**src/rtl/camera_capture_pkg.sv**
```systemverilog
// Shared geometry defaults and FSM encoding for the camera capture path,
// also used by the frame buffer and display read side.
package camera_capture_pkg;

  localparam int DEF_H_PIXELS = 320;
  localparam int DEF_V_LINES  = 240;
  localparam int DEF_ADDR_W   = 17;

  typedef enum logic [1:0] {
    IDLE       = 2'd0,
    WAIT_FRAME = 2'd1,
    CAPTURE    = 2'd2
  } cap_state_t;

  function automatic logic [15:0] rgb565(
    input logic [7:0] hi,
    input logic [7:0] lo
  );
    return {hi, lo};
  endfunction

endpackage

```
**src/rtl/camera_capture_if.sv**
```systemverilog
// Frame buffer write port plus end-of-frame status from the capture block.
interface camera_capture_if
  import camera_capture_pkg::*;
#(
  parameter int ADDR_W = DEF_ADDR_W
) ();

  logic              wr_en;
  logic [ADDR_W-1:0] wr_addr;
  logic [15:0]       wr_data;
  logic              frame_done;
  logic              frame_err;

  modport master (
    output wr_en,
    output wr_addr,
    output wr_data,
    output frame_done,
    output frame_err
  );

  modport slave (
    input wr_en,
    input wr_addr,
    input wr_data,
    input frame_done,
    input frame_err
  );

endinterface

```
**src/rtl/sync_edge_det.sv**
```systemverilog
// Registered-history edge detector; edges are flagged in the cycle the
// new level is first seen on the input.
module sync_edge_det (
  input  logic clk,
  input  logic rst,
  input  logic sig,
  output logic rise,
  output logic fall
);

  logic q;

  always_ff @(posedge clk) begin
    if (rst) begin
      q <= 1'b0;
    end else begin
      q <= sig;
    end
  end

  assign rise = sig & ~q;
  assign fall = ~sig & q;

endmodule

```
**src/rtl/camera_capture.sv**
```systemverilog
// Sensor byte stream (vsync/href/d) to RGB565 frame buffer writes,
// with per-frame geometry error reporting.
module camera_capture
  import camera_capture_pkg::*;
#(
  parameter int H_PIXELS = DEF_H_PIXELS,
  parameter int V_LINES  = DEF_V_LINES,
  parameter int ADDR_W   = DEF_ADDR_W
) (
  input  logic       clk,
  input  logic       rst,
  input  logic       config_done,
  input  logic       vsync,
  input  logic       href,
  input  logic [7:0] d,
  camera_capture_if.master fb
);

  localparam int COL_W  = $clog2(H_PIXELS + 1);
  localparam int LINE_W = $clog2(V_LINES + 1);

  localparam logic [COL_W-1:0]  H_MAX  = COL_W'(H_PIXELS);
  localparam logic [LINE_W-1:0] V_MAX  = LINE_W'(V_LINES);
  localparam logic [ADDR_W-1:0] H_STEP = ADDR_W'(H_PIXELS);

  cap_state_t state_q;
  cap_state_t state_d;

  logic vs_rise;
  logic vs_fall;
  logic hr_fall;
  logic hr_rise_unused;

  logic              phase;
  logic [7:0]        hi;
  logic [COL_W-1:0]  col;
  logic [LINE_W-1:0] line;
  logic [ADDR_W-1:0] line_base;
  logic [ADDR_W-1:0] addr_cnt;
  logic              pix_seen;
  logic              err;

  logic cap;
  logic start;
  logic take;
  logic fit;
  logic line_end;

  sync_edge_det u_vs_edge (
    .clk  (clk),
    .rst  (rst),
    .sig  (vsync),
    .rise (vs_rise),
    .fall (vs_fall)
  );

  sync_edge_det u_hr_edge (
    .clk  (clk),
    .rst  (rst),
    .sig  (href),
    .rise (hr_rise_unused),
    .fall (hr_fall)
  );

  always_ff @(posedge clk) begin
    if (rst) begin
      state_q <= IDLE;
    end else begin
      state_q <= state_d;
    end
  end

  always_comb begin
    state_d = state_q;
    unique case (state_q)
      IDLE: begin
        if (config_done) state_d = WAIT_FRAME;
      end
      WAIT_FRAME: begin
        if (vs_fall) state_d = CAPTURE;
      end
      CAPTURE: begin
        if (vs_rise) state_d = WAIT_FRAME;
      end
      default: begin
        state_d = IDLE;
      end
    endcase
    if (!config_done) state_d = IDLE;
  end

  // Datapath only acts while configured, so a config_done drop stops writes at once.
  assign cap      = (state_q == CAPTURE) && config_done;
  assign start    = (state_q == WAIT_FRAME) && (state_d == CAPTURE);
  assign take     = cap && href && !vs_rise;
  assign line_end = cap && hr_fall && !vs_rise;
  assign fit      = (col < H_MAX) && (line < V_MAX);

  always_ff @(posedge clk) begin
    if (rst) begin
      phase         <= 1'b0;
      hi            <= '0;
      col           <= '0;
      line          <= '0;
      line_base     <= '0;
      addr_cnt      <= '0;
      pix_seen      <= 1'b0;
      err           <= 1'b0;
      fb.wr_en      <= 1'b0;
      fb.wr_addr    <= '0;
      fb.wr_data    <= '0;
      fb.frame_done <= 1'b0;
      fb.frame_err  <= 1'b0;
    end else begin
      fb.wr_en      <= 1'b0;
      fb.frame_done <= 1'b0;
      if (start) begin
        phase        <= 1'b0;
        col          <= '0;
        line         <= '0;
        line_base    <= '0;
        addr_cnt     <= '0;
        pix_seen     <= 1'b0;
        err          <= 1'b0;
        fb.frame_err <= 1'b0;
      end else if (cap && vs_rise) begin
        fb.frame_done <= 1'b1;
        fb.frame_err  <= err || (line != V_MAX);
      end else if (take) begin
        if (!phase) begin
          hi    <= d;
          phase <= 1'b1;
        end else begin
          phase    <= 1'b0;
          pix_seen <= 1'b1;
          if (fit) begin
            fb.wr_en   <= 1'b1;
            fb.wr_data <= rgb565(hi, d);
            fb.wr_addr <= addr_cnt;
            addr_cnt   <= addr_cnt + 1'b1;
            col        <= col + 1'b1;
          end else begin
            err <= 1'b1;
          end
        end
      end else if (line_end) begin
        phase    <= 1'b0;
        col      <= '0;
        pix_seen <= 1'b0;
        if (phase || (col < H_MAX)) err <= 1'b1;
        // Re-base from the line start so a short line cannot shift later rows.
        if (pix_seen && (line < V_MAX)) begin
          line      <= line + 1'b1;
          line_base <= line_base + H_STEP;
          addr_cnt  <= line_base + H_STEP;
        end
      end
    end
  end

endmodule

```
**src/flat_wrapper.sv**
```systemverilog
// flat-port wrapper written by rule: the top's interface ports become plain ports
module camera_capture_flat import camera_capture_pkg::*;
#(
  parameter int H_PIXELS = DEF_H_PIXELS,
  parameter int V_LINES  = DEF_V_LINES,
  parameter int ADDR_W   = DEF_ADDR_W
)
  (clk, rst, config_done, vsync, href, d, fb_wr_en, fb_wr_addr, fb_wr_data, fb_frame_done, fb_frame_err);
  camera_capture_if #(.ADDR_W(ADDR_W)) fb_i ();
  input  logic clk;
  input  logic rst;
  input  logic config_done;
  input  logic vsync;
  input  logic href;
  input  logic [7:0] d;
  output wire logic [$bits(fb_i.wr_en)-1:0] fb_wr_en;
  output wire logic [$bits(fb_i.wr_addr)-1:0] fb_wr_addr;
  output wire logic [$bits(fb_i.wr_data)-1:0] fb_wr_data;
  output wire logic [$bits(fb_i.frame_done)-1:0] fb_frame_done;
  output wire logic [$bits(fb_i.frame_err)-1:0] fb_frame_err;
  assign fb_wr_en = fb_i.wr_en;
  assign fb_wr_addr = fb_i.wr_addr;
  assign fb_wr_data = fb_i.wr_data;
  assign fb_frame_done = fb_i.frame_done;
  assign fb_frame_err = fb_i.frame_err;
  camera_capture #(.H_PIXELS(H_PIXELS), .V_LINES(V_LINES), .ADDR_W(ADDR_W)) u_core (.clk(clk), .rst(rst), .config_done(config_done), .vsync(vsync), .href(href), .d(d), .fb(fb_i));
endmodule
```
**config.mk**
```make
export PLATFORM = sky130hd
export DESIGN_NAME = camera_capture_flat
export DESIGN_NICKNAME = d
export VERILOG_FILES = /design/src/rtl/camera_capture_pkg.sv /design/src/rtl/camera_capture_if.sv /design/src/rtl/sync_edge_det.sv /design/src/rtl/camera_capture.sv /design/src/flat_wrapper.sv
export SDC_FILE = /design/constraint.sdc
export NUM_CORES = 1
export LEC_CHECK = 0
export ABC_AREA = 1
export CAP_MARGIN = 0
export CELL_PAD_IN_SITES_DETAIL_PLACEMENT = 0
export CELL_PAD_IN_SITES_GLOBAL_PLACEMENT = 1
export CORE_ASPECT_RATIO = 1.5
export CORE_MARGIN = 1
export CORE_UTILIZATION = 37
export DETAILED_ROUTE_END_ITERATION = 6
export PLACE_DENSITY = 0.77
export SLEW_MARGIN = 20
export SYNTH_ARGS = -nofsm -noshare
export SYNTH_HDL_FRONTEND = slang
export SYNTH_SLANG_ARGS = --single-unit
```
**constraint.sdc**
```tcl
create_clock -name clk -period 1.4 [get_ports clk]
set_input_delay 0.28 -clock clk [delete_from_list [all_inputs] [get_ports clk]]
set_output_delay 0.28 -clock clk [all_outputs]
set_load 0.005 [all_outputs]
```
* Yosys cells after proc, flatten, opt, wreduce, memory -nomap -nowiden
Index checks and enable logic that the tools add are counted.
** Operators by class
- $add $sub $neg :: 4
- Multipliers :: 0
- Divide/modulo/power cells :: 0
- $lt $le $gt $ge :: 2
- Eq/ne operators :: 7
- Shifts and indexed selects :: 0
- Muxes and demuxes :: 25
- Bitwise operators :: 10
- Reduce and logical (&&, ||, !) cells :: 26
** Operators by type and width (number)
- $mux W17 :: 5
- $mux W9 :: 4
- $add A17 B1 Y17 const B :: 1
- $add A17 B9 Y17 const B :: 1
- $reduce_and A5 Y1 :: 3
- $mux W1 :: 12
- $reduce_and A4 Y1 :: 3
- $add A9 B1 Y9 const B :: 1
- $logic_and A1 B1 Y1 :: 9
- $lt A9 B9 Y1 const B :: 1
- $add A8 B1 Y8 const B :: 1
- $lt A8 B8 Y1 const B :: 1
- $ne A8 B8 Y1 const B :: 1
- $not A1 Y1 :: 7
- $mux W2 :: 3
- $pmux W2 S3 :: 1
- $reduce_bool A2 Y1 :: 3
- $reduce_or A5 Y1 :: 1
- $eq A2 B2 Y1 const B :: 2
- $ne A2 B2 Y1 const B :: 2
- $and A1 B1 Y1 :: 3
- $reduce_and A3 Y1 :: 1
- $eq A2 B1 Y1 const B :: 1
- $logic_not A2 Y1 :: 1
- other kinds (5) :: 6
** Storage, ports and cells
- Bits in registers :: 102
- Bits in latches :: 0
- RAM bits :: 0
- ROM bits :: 0
- Input bits :: 13
- Output and inout port bits :: 36
- Logic and storage cells :: 90
- Memories kept :: 0

* Depth between registers and ports, before layout
- Depth in word-level cells :: 9
- Gate-level depth with buffers :: 11

* By module
A second synthesis with hierarchy kept.
** Unflattened totals
- Cells, all modules :: 669
- Area total of the unflattened synthesis :: 4631.9 um2
** Modules (own cells, without submodules)
- camera_capture :: times used 1, cells each 657, area an instance 4554.4 um2, sequential area each 1881.8 um2
- sync_edge_det :: times used 2, cells each 6, area an instance 38.8 um2, sequential area each 20.0 um2

* Worst setup path after synthesis
Ideal clock, no wire load.
- Kind :: register -> register
- From :: register u_core.addr_cnt[1]
- To :: register u_core.addr_cnt[12]
- Arrival time :: 1339 ps
- Data required time :: 1290 ps
- Setup slack :: -49 ps
- Stages on the path, launching flop included :: 11
- Buffers on the path :: 0
- Cells stage by stage :: dfxtp_1 -> ha_1 -> nand3_1 -> nor2_2 -> nand2_1 -> nor2_1 -> nand2_1 -> o21ai_1 -> nand2_1 -> inv_1 -> nor2_1
** Between the ends
- Word-level cells in the longest chain between the ends :: 4
** RTL lines
- start: declaration :: RTL line camera_capture.sv:39 : logic [ADDR_W-1:0] addr_cnt;
- start signal: assignment :: RTL line camera_capture.sv:140 : addr_cnt <= addr_cnt + 1'b1;
- start signal: assignment :: RTL line camera_capture.sv:155 : addr_cnt <= line_base + H_STEP;
- $add A17 B1 Y17 :: RTL line camera_capture.sv:140
- $mux W17 :: RTL line camera_capture.sv:136 : if (fit) begin
- $mux W17 :: RTL line camera_capture.sv:130 : if (!phase) begin
- $mux W17 :: RTL line camera_capture.sv:129 : end else if (take) begin
No other way between the ends. The select of a mux whose other input is x is not followed.
A chain may end at the register's enable or synchronous reset.

* Worst setup path in the final report
- From :: register u_core.state_q[0]
- To :: register u_core.line[5]
** Between the ends
- Word-level cells in the longest chain between the ends :: 6
** RTL lines
- start: declaration :: RTL line camera_capture.sv:26 : cap_state_t state_q;
- start signal: assignment :: RTL line camera_capture.sv:69 : state_q <= state_d;
- $eq A2 B2 Y1 (tied with other cells) :: RTL line camera_capture.sv:75, camera_capture.sv:93
- $pmux W2 S3 / $logic_and A1 B1 Y1 (equally long branches) :: RTL line camera_capture.sv:75, camera_capture.sv:93
- $mux W2 / $logic_and A1 B1 Y1 (equally long branches) :: RTL line camera_capture.sv:89, camera_capture.sv:95
- $eq A2 B2 Y1 / $logic_and A1 B1 Y1 (equally long branches) :: RTL line camera_capture.sv:94, camera_capture.sv:95
- $logic_and A1 B1 Y1 / $not A1 Y1 (equally long branches)
- $reduce_or A2 Y1 (no line) / $reduce_and A4 Y1 (equally long branches)
- end signal: assignment :: RTL line camera_capture.sv:153 : line <= line + 1'b1;
- end: declaration :: RTL line camera_capture.sv:37 : logic [LINE_W-1:0] line;
Parallel ways exist; a longest one is shown, timed or not.

==> results by group <==
Setup path
  • CP Capture Type: flip-flop
  • CP max FO: 5
  • Crit path buffers/inverters: 2
  • Worst path cell trace: inv_4, nand2_4, nor2_4, nand2_4, nor2_4, buf_6, nand2_4, nor2_4, nand2_1, nand2_1, a21oi_2
  • CP max stage cell: dfxtp_4
  • Crit-path max cell delay: 370 ps
  • Crit path max-delay family: simple AND/OR/NAND/NOR gates
  • CP Class: reg2reg
  • Critical Path RT: roughly 1600 ps
  • Critical path startpoint category: flip-flop
  • CP arrival: 1750 ps

Yosys
  • Post-synth net total: 668
  • Most used DFF post-synth: dfxtp_1
  • Yosys top cell area share: between 40% and 50%
  • Mapped Cells: 650
  • Number of synthesized flops with an enable pin: 0
  • Post-synth top area cell: dfxtp_1
  • #FFs+latches synth: 96
  • Avg Cell Area, Syn: between 7 and 8 um2
  • Area contributors post-synth: dfxtp_1 (41%), nand2_1 (12%), nand3_1 (6.7%)
  • Yosys warnings: 0
  • Asr flop ratio synth: 0%
  • Synth unique cells: 36
  • Post-Syn Area: 4670 um2
  • Sequential area share after synthesis: between 40 and 50%

Clocking
  • CTS sink count: between 90 and 100
  • CTS H-tree lvls: 3
  • Root buffer cell: clkbuf_16
  • Clk Latency, worst-skew pair: about 340 ps
  • Clock buffer depth: 2
  • Clock-pin slew on the worst setup and hold paths: roughly 70 ps
  • Total CTS buffers: 9
  • CTS tree: done

Layout
  • Post-route core utilization: between 50% and 60%
  • Area taken by multi-input logic gates: slightly below 3000 um2
  • Synthesis-to-layout area growth: 50.9%
  • Sequential cell area: about 1900 um2
  • Nets: 801
  • Share of cells above drive strength 1: between 30% and 40%
  • Fillers: approximately 1100
  • # diodes: 0
  • Most frequent cells in the layout: nand2_1 (128), dfxtp_1 (81), buf_4 (73), nor2_1 (59), inv_1 (50)
  • Most common cell after layout, fill and taps aside: nand2_1
  • Post-Layout Cell Count: roughly 940

STA
  • Measured slew at the worst slew-check pin: a little over 500 ps
  • Setup TNS Final: -4100 ps
  • Final period utilization: 108%
  • Count of pins over their slew limit: 0
  • Fmax: roughly 660 MHz
  • Hold Fails Final Rpt: 0
  • Final critical-path setup slack: -116 ps
  • Final Skew: slightly below 9 ps
  • RSZ-0062 raised after global routing: yes
  • Setup violators final: 67
  • Period minus WS final: approximately 1500 ps
  • Slew HR: approximately two thirds

Routing
  • # DRC: 0
  • Initial DRT Pass Iterations: 4
  • Post-DRT Antenna Nets: 0
  • Metal-1 WL: about 5.6 mm
  • Avg WL per Cell: roughly 15 um
  • Total number of vias: ~4700
  • Met3 wire length: around 400 um
  • Routed WL: between 10 and 15 mm
  • Detail Route met2 WL: roughly 7.6 mm
  • Top sig layer: met4
  • Iter 0 DRT Violations: ~150
  • Detail-routed via count per cell: 5.00

Global routing
  • Vias in the first global route: 4378
  • First-pass GRT wire length: ~21 mm
  • Initial antenna violation count: 0
  • Largest net degree at the start of global routing: 42
  • Total grt overflow: 0
  • Total track usage: 20.3%

Power
  • Leak pwr: 2.80 nW
  • VDD IR-drop max: about 0.71 mV
  • Power per cell area: around 780 nW/um2

Die
  • CORE AREA: approximately 12000 um2
  • Starting Density: approximately 38%
  • Top-Level Pins: 49
  • Row count: 49
  • Die width: roughly 94 um
  • Die height: 140 um
  • Die area: 13100 um2

Placement
  • Placed wire-length estimate: roughly 9.1 mm
  • Routability cong.: about 0.83
  • IO buf count: 48
  • Cell total after placement: between 800 and 900

Worst hold path
  • Worst Hold Class: in2reg

Status
  • Violated checks: negative setup slack
  • Status: complete, but fails checks

Flow run
  • Max-cap violations: 0
[path summary, 6_finish.rpt]
kind / startpoint / to / slack (ps) / cells past startpoint
setup / recovery: u_core.state_q[0] / u_core.line[5] / -120 / 11
hold / removal: href / u_core.u_hr_edge.q / 430 / 4
setup reg to reg: u_core.state_q[0] / u_core.line[5] / -120 / 11
hold reg to reg: u_core.fb.wr_addr[12] / u_core.fb.wr_addr[12] / 470 / 2
[per-layer routing]
metal / GRT usage, % / vias to the layer above
met4: 8.10 / 0
met5: 0 / -
met1: 22.7 / 2196
li1: - / 2383
met2: 37.1 / 96
met3: 3.61 / 27
[worst register-to-register path, delay by kind of cell, from the launching register on]
kind	cells	cell delay, ps
flip-flops	1	370
buffers and inverters	2	200
AO/OA/AOI/OAI	1	30
AND/OR/NAND/NOR	8	800
[kinds of logic after synthesis]
logic type	share of synthesized area, %
AO/OA/AOI/OAI	13.7
XOR/XNOR	2.44
adder cells (fa/ha/maj)	1.34
buffers and inverters	8.60
flip-flops	41.1
AND/OR/NAND/NOR	32.8
[synthesized netlist by cell type (2+ instances only)]
cell,count
nor2_4,4
nand3_2,3
o21ai_1,4
or2_2,2
buf_2,11
nand2_4,4
xnor2_1,7
nand3_1,63
nand2_1,154
ha_1,5
clkbuf_1,7
nand4_1,9
a21oi_2,12
nand2_2,14
dfxtp_1,96
a31oi_1,3
inv_1,51
nor3_1,6
inv_2,6
xor2_1,6
nor2_2,4
buf_4,5
buf_6,4
a21oi_1,61
nor2_1,68
o21ai_0,30
o21a_1,2
[registers in the layout (all words and copies together), names as in the netlist]
| name | count |
|---|---|
| u_core.addr_cnt | 17 |
| u_core.fb.wr_addr | 17 |
| u_core.fb.wr_data | 16 |
| u_core.line_base | 11 |
| u_core.col | 9 |
| u_core.hi | 8 |
| u_core.line | 8 |
| u_core.state_q | 2 |
| u_core.err | 1 |
| u_core.fb.frame_done | 1 |
| u_core.fb.frame_err | 1 |
| u_core.fb.wr_en | 1 |
| u_core.phase | 1 |
| u_core.pix_seen | 1 |
| u_core.u_hr_edge.q | 1 |
| u_core.u_vs_edge.q | 1 |
[cell type report]
type | count | share of cell area, %
clock buffer | 10 | 3.25
clock inverter | 6 | 1.06
inverter | 57 | 3.35
multi-input combinational | 470 | 41.7
sequential | 96 | 27.6
tap | 153 | 2.71
timing repair buffer | 148 | 20.2
timing repair inverter | 1 | 0.160
[where the power goes]
group	internal, mW	switching [mW]	total [mW]	leakage [nW]
clock network	1.42	1.13	2.54	0.146
registers	2.73	0.00627	2.74	0.781
logic	0.0847	0.120	0.204	1.87
total	4.23	1.25	5.48	2.80
[what timing repair did]
| item | in CTS | in global routing |
|---|---|---|
| endpoints found under the setup margin | 125 | 87 |
| hold buffers | 0 | 0 |
| resized for setup | 116 | 111 |
| pin swaps | 25 | 50 |
| setup buffers | 11 | 9 |
| gates cloned | 3 | 8 |
[through the flow]
step | power [mW] | hold WS (ps) | cell area [um2] | setup WS (ps)
after global routing | 5.67 | 448 | 7050 | -223
final | 5.48 | 433 | 7050 | -116
after detailed placement | 2.98 | 454 | 5780 | -555
after floorplan | 2.88 | 397 | 4690 | 6.70
after global placement | 2.98 | 450 | 5780 | -514
after CTS | 5.52 | 414 | 6400 | -92.6
Power figures use the tool's default switching activity.
==> patch (same flow settings) <==
Re-encode `cap_state_t` (3 states) as one-hot, 3 bits wide.
--- a/src/rtl/camera_capture_pkg.sv
+++ b/src/rtl/camera_capture_pkg.sv
@@ -6,10 +6,10 @@
   localparam int DEF_V_LINES  = 240;
   localparam int DEF_ADDR_W   = 17;
 
-  typedef enum logic [1:0] {
-    IDLE       = 2'd0,
-    WAIT_FRAME = 2'd1,
-    CAPTURE    = 2'd2
+  typedef enum logic [2:0] {
+    IDLE       = 3'b001,
+    WAIT_FRAME = 3'b010,
+    CAPTURE    = 3'b100
   } cap_state_t;
 
   function automatic logic [15:0] rgb565(
Behaviour: no difference found for any inputs over 4 cycles, from zero or initial values and one cycle with rst high; so few cycles prove little.
==> patch against the original RTL <==
- sequential cell count grew 1
- the flow still finishes with violations (setup timing)
- combinational power shrank 4%
- utilization shrank 3.5 points
- area after synthesis is the same
- routed wire length shrank 8.4%
- setup slack lost 160 ps
- design area shrank 6.0%
- critical endpoint is now u_core.addr_cnt[10]
- hold slack lost 77 ps
- global-route usage shrank 0.87 points
- sequential share of layout area grew 1.9 points
- cell count grew 0.11%
- critical path type is now in2reg
- power is essentially flat
==> patch: results <==
[status]
status = complete, but fails checks
violations = setup timing

[synthesis]
synthTopCellsByArea = dfxtp_1, nor2_1, nand2_1, o21ai_0, a21oi_1
yosysUniqueCellTypes = 35
syn-num-nets = 673
netlist_top_cells_count = nor2_1, nand2_1, dfxtp_1
synthXorXnorAreaFrac_pct = 2.06
synth_compound_area_share_pct = 14.0
synth_cells = 655

[worst_setup_path]
slowest_stage = clkdlybuf4s50_1
r2r_start = u_core.state_q[1]
crit_path_max_fanout = 8
r2r-end = u_core.addr_cnt[10]

[global_routing]
grt_first_pass_wirelength_mm = 20.3
grt_max_degree = 27
grt_use_met1_pct = 21.8
grt_pass1_vias = 4430
use_met3_pct = 3.11
grtUsageMet2_pct = 36.3

[power_and_ir_drop]
p_leak_nw = 2.91
p_int_mw = 4.26
p_switching_mw = 1.23
p_clk_share_pct = 45.9
ir_worst_vdd_v = 0.000719

[cells_and_area]
layout.cells.non_filler = 942
nFlopsAndLatches = 97
drive_gt1_share_pct = 25.9
buf_share_pct = 20.9
multi_input_area_share_pct = 37.9
clock_cell_area_share_pct = 4.53
syn_to_final_growth_pct = 41.9
seqCellArea_sq_um = 1960
nNonClkBuffers = 143

[placed_design]
post_dp_cell_area_sq_um = 5810
place_congestion = 0.842
dp_slack_ps = -649
hpwl_mm = 9.05

[clocking]
post_cts_buffers = 2
cts-resized-gates = 94

[worst_hold_path]
min_path_cells = 3

[sta]
worstMarginPinSlew_ps = 331
fin_ws_ps = -272
hold_slack_ps = 356
setup_viol = 89
tns_ps = -13550

[routing]
wl_met1_mm = 5.22
wl_met2_mm = 6.95
viasPerCell = 4.87
wl_met3_microns = 424
-- patch: cell count changes after synthesis, sizes merged, moves of 3 or more --
| cell | before | now |
|---|---|---|
| a211oi | 2 | 8 |
| a21oi | 73 | 46 |
| a31oi | 3 | 0 |
| clkbuf | 7 | 4 |
| inv | 57 | 62 |
| nand2 | 172 | 131 |
| nand3 | 67 | 33 |
| nand4 | 9 | 12 |
| nor2 | 77 | 148 |
| o21ai | 34 | 62 |
| xnor2 | 7 | 3 |
-- patch: how the worst max path moves through the flow --
stage,from,slack [ps],cells past startpoint,to
floorplan,u_core.state_q[1],-20,10,u_core.col[5]
global placement,vsync,-610,12,u_core.addr_cnt[12]
global route,u_core.state_q[1],-350,11,u_core.addr_cnt[16]
CTS,u_core.state_q[0],-190,10,u_core.addr_cnt[12]
finish,config_done,-270,11,u_core.addr_cnt[10]
detailed placement,vsync,-650,10,u_core.fb.wr_data[0]
